===== src/rtl/rd_capture_align.sv =====
// Read-data capture: delays each issued read by the effective latency, samples dq_in then,
// and queues the word in a small FIFO. Optional latency training under RD_CAPTURE_AL_CAL_EN.
module rd_capture_align #(
    parameter int unsigned W       = 4,
    parameter int unsigned MAX_LAT = 8,
    parameter int unsigned FIFO_AW = 2
) (
    input  logic         clk,
    input  logic         rst,
    input  logic [3:0]   lat,
    input  logic         issue,
    input  logic [W-1:0] dq_in,
    output logic [W-1:0] q_data,
    output logic         q_valid,
    input  logic         q_ready,
    output logic         busy,
`ifdef RD_CAPTURE_AL_CAL_EN
    input  logic         cal_start,
    input  logic [W-1:0] cal_pattern,
    output logic         cal_done,
    output logic         cal_err,
    output logic [3:0]   cal_lat,
`endif
    output logic         overflow
);

    localparam int unsigned LAT_W = 4;
    localparam int unsigned DEPTH = 1 << FIFO_AW;
    localparam int unsigned CNT_W = FIFO_AW + 1;

    logic [LAT_W-1:0]   lat_src_c;
    logic [LAT_W-1:0]   lat_eff_c;
    logic [MAX_LAT:1]   stage_q;
    logic               cap_c;

    logic [W-1:0]       mem_q [DEPTH];
    logic [FIFO_AW-1:0] wr_ptr_q, wr_ptr_d;
    logic [FIFO_AW-1:0] rd_ptr_q, rd_ptr_d;
    logic [CNT_W-1:0]   count_q, count_d;
    logic               overflow_q, overflow_d;
    logic               valid_c, full_c, pop_c, push_ok_c;

`ifdef RD_CAPTURE_AL_CAL_EN
    typedef enum logic {
        CAL_IDLE,
        CAL_COUNT
    } cal_state_e;

    cal_state_e       cal_state_q, cal_state_d;
    logic [LAT_W-1:0] cal_cnt_q, cal_cnt_d;
    logic [LAT_W-1:0] cal_lat_q, cal_lat_d;
    logic             cal_done_q, cal_done_d;
    logic             cal_err_q, cal_err_d;

    // Training measures cycles from cal_start until the pattern appears on dq_in.
    always_ff @(posedge clk or posedge rst) begin
        if (rst) begin
            cal_state_q <= CAL_IDLE;
            cal_cnt_q   <= '0;
            cal_lat_q   <= '0;
            cal_done_q  <= 1'b0;
            cal_err_q   <= 1'b0;
        end else begin
            cal_state_q <= cal_state_d;
            cal_cnt_q   <= cal_cnt_d;
            cal_lat_q   <= cal_lat_d;
            cal_done_q  <= cal_done_d;
            cal_err_q   <= cal_err_d;
        end
    end

    always_comb begin
        cal_state_d = cal_state_q;
        cal_cnt_d   = cal_cnt_q;
        cal_lat_d   = cal_lat_q;
        cal_done_d  = cal_done_q;
        cal_err_d   = cal_err_q;
        case (cal_state_q)
            CAL_IDLE: begin
                if (cal_start) begin
                    cal_state_d = CAL_COUNT;
                    cal_cnt_d   = LAT_W'(1);
                    cal_done_d  = 1'b0;
                    cal_err_d   = 1'b0;
                end
            end
            CAL_COUNT: begin
                if (dq_in == cal_pattern) begin
                    cal_state_d = CAL_IDLE;
                    cal_lat_d   = cal_cnt_q;
                    cal_done_d  = 1'b1;
                end else if (32'(cal_cnt_q) == MAX_LAT) begin
                    cal_state_d = CAL_IDLE;
                    cal_lat_d   = '0;
                    cal_err_d   = 1'b1;
                end else begin
                    cal_cnt_d = cal_cnt_q + LAT_W'(1);
                end
            end
            default: cal_state_d = CAL_IDLE;
        endcase
    end

    assign cal_done = cal_done_q;
    assign cal_err  = cal_err_q;
    assign cal_lat  = cal_lat_q;
`endif

    // Effective latency: trained value wins once calibration succeeded, then clamp to 1..MAX_LAT.
    always_comb begin
        lat_src_c = lat;
`ifdef RD_CAPTURE_AL_CAL_EN
        if (cal_done_q) begin
            lat_src_c = cal_lat_q;
        end
`endif
        if (lat_src_c == '0) begin
            lat_eff_c = LAT_W'(1);
        end else if (32'(lat_src_c) > MAX_LAT) begin
            lat_eff_c = LAT_W'(MAX_LAT);
        end else begin
            lat_eff_c = lat_src_c;
        end
    end

    always_ff @(posedge clk or posedge rst) begin
        if (rst) begin
            stage_q <= '0;
        end else begin
            stage_q <= {stage_q[MAX_LAT-1:1], issue};
        end
    end

    always_comb begin
        cap_c = 1'b0;
        for (int unsigned k = 1; k <= MAX_LAT; k++) begin
            if (lat_eff_c == LAT_W'(k)) begin
                cap_c = stage_q[k];
            end
        end
    end

    assign busy = issue | (|stage_q);

    // A push into a full FIFO is still accepted when the head leaves in the same cycle.
    assign valid_c   = (count_q != '0);
    assign full_c    = (count_q == CNT_W'(DEPTH));
    assign pop_c     = valid_c && q_ready;
    assign push_ok_c = cap_c && (!full_c || pop_c);

    always_comb begin
        wr_ptr_d   = wr_ptr_q;
        rd_ptr_d   = rd_ptr_q;
        count_d    = count_q;
        overflow_d = overflow_q;
        if (push_ok_c) begin
            wr_ptr_d = wr_ptr_q + FIFO_AW'(1);
        end
        if (pop_c) begin
            rd_ptr_d = rd_ptr_q + FIFO_AW'(1);
        end
        if (push_ok_c && !pop_c) begin
            count_d = count_q + CNT_W'(1);
        end else if (!push_ok_c && pop_c) begin
            count_d = count_q - CNT_W'(1);
        end
        if (cap_c && !push_ok_c) begin
            overflow_d = 1'b1;
        end
    end

    always_ff @(posedge clk or posedge rst) begin
        if (rst) begin
            wr_ptr_q   <= '0;
            rd_ptr_q   <= '0;
            count_q    <= '0;
            overflow_q <= 1'b0;
            for (int i = 0; i < DEPTH; i++) begin
                mem_q[i] <= '0;
            end
        end else begin
            wr_ptr_q   <= wr_ptr_d;
            rd_ptr_q   <= rd_ptr_d;
            count_q    <= count_d;
            overflow_q <= overflow_d;
            if (push_ok_c) begin
                mem_q[wr_ptr_q] <= dq_in;
            end
        end
    end

    assign q_data   = mem_q[rd_ptr_q];
    assign q_valid  = valid_c;
    assign overflow = overflow_q;

endmodule


===== config.mk =====
export PLATFORM = sky130hd
export DESIGN_NAME = rd_capture_align
export DESIGN_NICKNAME = d
export VERILOG_FILES = /design/src/rtl/rd_capture_align.sv
export SDC_FILE = /design/constraint.sdc
export NUM_CORES = 1
export LEC_CHECK = 0
export CAP_MARGIN = 20
export CORE_UTILIZATION = 25
export CTS_BUF_LIST = sky130_fd_sc_hd__clkbuf_4
export DETAILED_ROUTE_END_ITERATION = 12
export GPL_TIMING_DRIVEN = 0
export SYNTH_ARGS = -nofsm -noshare
export SYNTH_HDL_FRONTEND = slang
export SYNTH_SLANG_ARGS = --single-unit

===== constraint.sdc =====
create_clock -name clk -period 4.6 [get_ports clk]
set_clock_uncertainty 0.05 [all_clocks]
set_input_delay 0.92 -clock clk [delete_from_list [all_inputs] [get_ports clk]]
set_output_delay 0.92 -clock clk [all_outputs]
set_load 0.05 [all_outputs]

Yosys cells after proc, flatten, opt, wreduce, memory -nomap -nowiden
Cells that the tools add are included.
W data, S select, Z words.

operators by class
  muxes and demuxes = 18
  reductions and logical operators = 14
  magnitude comparators = 4
  equality and inequality tests = 9
  bitwise logic cells = 3
  add/subtract/negate cells = 4

operators by type and width
  kind                   count
  $mux W4                5
  $bwmux W16             1
  $eq A4 B3 Y1 const B   4
  $bmux W4 S2            1
  $demux W4 S2           1
  $eq A4 B2 Y1 const B   2
  $mux W1                8
  $reduce_or A8 Y1       1
  $ge A3 B3 Y1 const B   2
  $logic_and A1 B1 Y1    6
  $mux W3                2
  $not A2 Y3             2
  $add A2 B1 Y2 const B  2
  $eq A4 B1 Y1 const B   1
  $eq A4 B4 Y1 const B   1
  $gt A4 B4 Y1 const B   1
  $logic_not A4 Y1       1
  $add A3 B1 Y3 const B  1
  $eq A3 B3 Y1 const B   1
  $logic_not A1 Y1       3
  $lt A3 B1 Y1 const B   1
  $reduce_bool A3 Y1     1
  $sub A3 B1 Y3 const B  1
  $reduce_bool A2 Y1     1
  other kinds (2)        2

word-level totals
  input bits = 12
  bits in registers = 32
  logic and storage cells = 61
  output and inout port bits = 7

Depth between registers and ports, before layout
  word-level depth = 17
  mapped depth = 10
  gate-level depth less buffers = 10

Worst setup path before layout
Ideal clock, no wire load.

  path kind = input-to-reg
  start = input port lat[0]
  end = register count_q[1]
  buffers on the path = 0
  slack = 1.571 ns
  cell stages on the path = 8
  setup time = 0.125 ns
  data required time = 4.425 ns
  arrival = 2.854 ns
  path through = mux4_2 -> and2_4 -> o31ai_1 -> nor2_1 -> ha_1 -> inv_1 -> fa_1 -> mux2_2

between the ends
  elaborated cells between the ends (all ways) = 26
  those cells by class = order compare (1); eq/ne (8); mux (11); reduce/logical (6)

RTL lines
  what                   line  text
  start, declared        10    input logic [3:0] lat,
  $gt A4 B4 Y1           119   end else if (32'(lat_src_c) > MAX_LAT) begin
  $mux W4                119
  $mux W4 *              117   if (lat_src_c == '0) begin
  $eq A4 B1 Y1           137   if (lat_eff_c == LAT_W'(k)) begin
  $mux W1 (7 in a row)   137
  $mux W1 *              137
  $logic_and A1 B1 Y1 *  149   assign push_ok_c = cap_c && (!full_c || pop_c);
  named net push_ok_c    41    logic valid_c, full_c, pop_c, push_ok_c;
  $logic_and A1 B1 Y1 *  162   if (push_ok_c && !pop_c) begin
  $mux W3 *              162
  named net count_d[1]   39    logic [CNT_W-1:0] count_q, count_d;
  end signal, assigned   184   count_q <= count_d;
  end, declared          39

The timed path passes the listed nets; every way through them passes the cells marked *.
A chain may end at the register's enable or synchronous reset.

Final worst setup path
Ends and elaborated chain as after synthesis.

==> impl_metrics.toml <==
[die]
core_um2 = 5507
start_util_pct = 25.95
die_w_um = 77.60
rows = 27
io_pins = 19
fp.dieH_um = 77.60
die_area_um2 = 6022

[cts]
cts_tree = "done"
clock-sinks = 32
htreeDepth = 2
cts_root_buffer = "clkbuf_4"
clk_pin_slew_ns = 0.09
post_cts_resized = 0
cts_setup_buffers = 0
postCtsHoldBufs = 0
cts_made_buffers = 5
clkLatencyLatePin_ns = 0.33
cts_max_path_buffers = 2

[logic_synthesis]
yosysMostFrequentCell = "dfrtp_1"
synth_top_area_share_pct = 56.04
syn_inst = 101
ys_seq_area_share_pct = 56.04
synth_edf_count = 0
yosys.area.top_type = "dfrtp_1"
netlist_area_um2 = 1429
synthesis.nets = 119
synth-compound-area-share_pct = 13.13
synth_warnings = 0
synth_cell_type_count = 28
ys_async_sr_fraction_pct = 100.0
synthTopCellsByArea = "dfrtp_1 56%, a22o_1 9.8%, mux4_2 7.9%"
synth_top_family_by_area = "compound AO/OA/AOI/OAI gates"
synth-seq-cells = 32
synthSimpleGateAreaFrac_pct = 10.42
synth_xor_area_share_pct = 3.678
synth_mux_area_share_pct = 9.370
synth_commonest_cells = "32 x dfrtp_1, 16 x a22o_1, 6 x nand3_1"
syn_avg_cell_area_um2 = 14.15
synthAdderAreaFrac_pct = 5.779
synthFlopType = "dfrtp_1"

[sta]
period_share_pct = 73.51
rsz0062_at_grt = "no"
hold_viol_final = 0
finalSetupViolations = 0
setup_tns_ns = 0
whs_ns = 0.3675
maxSlewViolCount = 0
timing.slew.headroom_pct = 65.96
max_freq_ghz = 0.2957
tightestPinTransition_ns = 0.5090
min_period_ns = 3.381

[placement]
gp_congestion = 0.7872
place_area_um2 = 1727
hpwl_um = 2247
io_buffers = 18
placed_cells = 192

[final_layout]
nNetsFinal = 145
drive_gt1_share_pct = 16.41
fin_cells = 200
fin_area_um2 = 1783
diodes = 0
area_growth_pct = 24.78
final_util_pct = 32.38
fillers = 545

[route]
drc = 0
via_count = 935
drt_pass1_iterations = 4
wl_per_cell_um = 14.36
via_per_inst = 4.675
drt_iter0_markers = 70
ant_nets = 0
wl_um = 2872

[setup_path]
start_kind = "primary input"
required_ns = 4.77
endpoint_kind = "register"
path_class = "in -> reg"
r2r_setup_slack_ns = 1.96
crit_arrival_ns = 3.55
critical_path.max_fanout = 3

[global_routing]
track_usage_pct = 11.12
grt_pass1_wl_um = 4974
overflow = 0
grt_pass1_vias = 1006
grt_max_degree = 25
antenna_found_initial = 0

[power_and_ir_drop]
vdd_drop_max_mv = 0.2628
cellLeakagePower_nw = 0.7607
p_per_area_nw_per_um2 = 682.1

[run]
cap_violations = 0

[run_status]
status = "completed"

[worst_hold_path]
hp-class = "reg -> reg"
-- flip-flops by register name, summed over array words and instances, names as in the netlist --
name,cells
rd_ptr_q,2
stage_q,8
count_q,3
overflow,1
mem_q,16
wr_ptr_q,2
-- through the flow --
stage	setup WS, ns	total power, mW
floorplan	1.571	0.8948
global placement	0.8897	1.033
detailed placement	0.8629	1.072
CTS	1.224	1.236
global route	1.132	1.299
finish	1.219	1.216
-- kinds of logic after synthesis --
kind of cell               Yosys count
AOI/OAI and AO/OA                   21
xor gates and xnor gates             6
adders and majority gates            6
buffers and inverters                6
DFF                                 32
muxes                                7
and+or+nand+nor                     23
-- layout make-up --
class                      instances  area [um2]  share of cell area [%]
inverter                           4       15.01                  0.8421
sequential                        32       800.8                   44.91
tap                               72       90.09                   5.053
clock inverter                     1       3.754                  0.2105
timing repair buffer              19       207.7                   11.65
buffer                             2       7.507                  0.4211
multi-input combinational         63       605.6                   33.96
clock buffer                       7       52.55                   2.947
-- cells in the final DEF, fill, tap and decap left out, types with 2 or more instances in the layout --
master            n
dfrtp_1          32
clkdlybuf4s50_1  18
a22o_1           16
clkbuf_4          7
nand3_1           6
mux4_2            5
ha_1              5
nor2_1            4
and3_4            4
inv_1             4
xnor2_1           4
nand2_1           2
xor2_1            2
-- routing by layer --
| layer | wire length [um] | vias up | track usage [%] | share of wire, % |
|---|---|---|---|---|
| met5 | 0 | - | 0 | 0 |
| met4 | 29 | 0 | 3.962 | 1.0 |
| met3 | 118 | 2 | 4.588 | 4.1 |
| met2 | 1478 | 19 | 18.76 | 51 |
| met1 | 1246 | 480 | 12.57 | 43 |
| li1 | - | 434 | - | - |
-- worst max-delay path, cell delays in order --
cell and delay (ns):
clkdlybuf4s50_1 0.52, mux4_2 0.52, and2_4 0.18, o31ai_1 0.30, nor2_1 0.13, ha_1 0.24, inv_1 0.07, fa_1 0.41
mux2_2 0.27
-- report_power, final --
group / internal (mW) / switching, mW / total, mW / leakage [nW]
combinational: 0.273 / 0.317 / 0.590 / 0.341
sequential: 0.388 / 0.0803 / 0.468 / 0.386
clock: 0.0704 / 0.0877 / 0.158 / 0.0338
total: 0.731 / 0.485 / 1.22 / 0.761
-- path summary, 6_finish.rpt --
check | startpoint | end | depth (start not counted)
min in group asynchronous | rst | stage_q[6] | 2
setup reg to reg | stage_q[7] | count_q[1] | 8
setup / recovery | lat[0] | count_q[1] | 9
hold reg to reg | stage_q[4] | stage_q[5] | 0
hold / removal | stage_q[4] | stage_q[5] | 0
max in group asynchronous | rst | mem_q[11] | 3
Note: power is estimated with default switching activity, not from simulation.
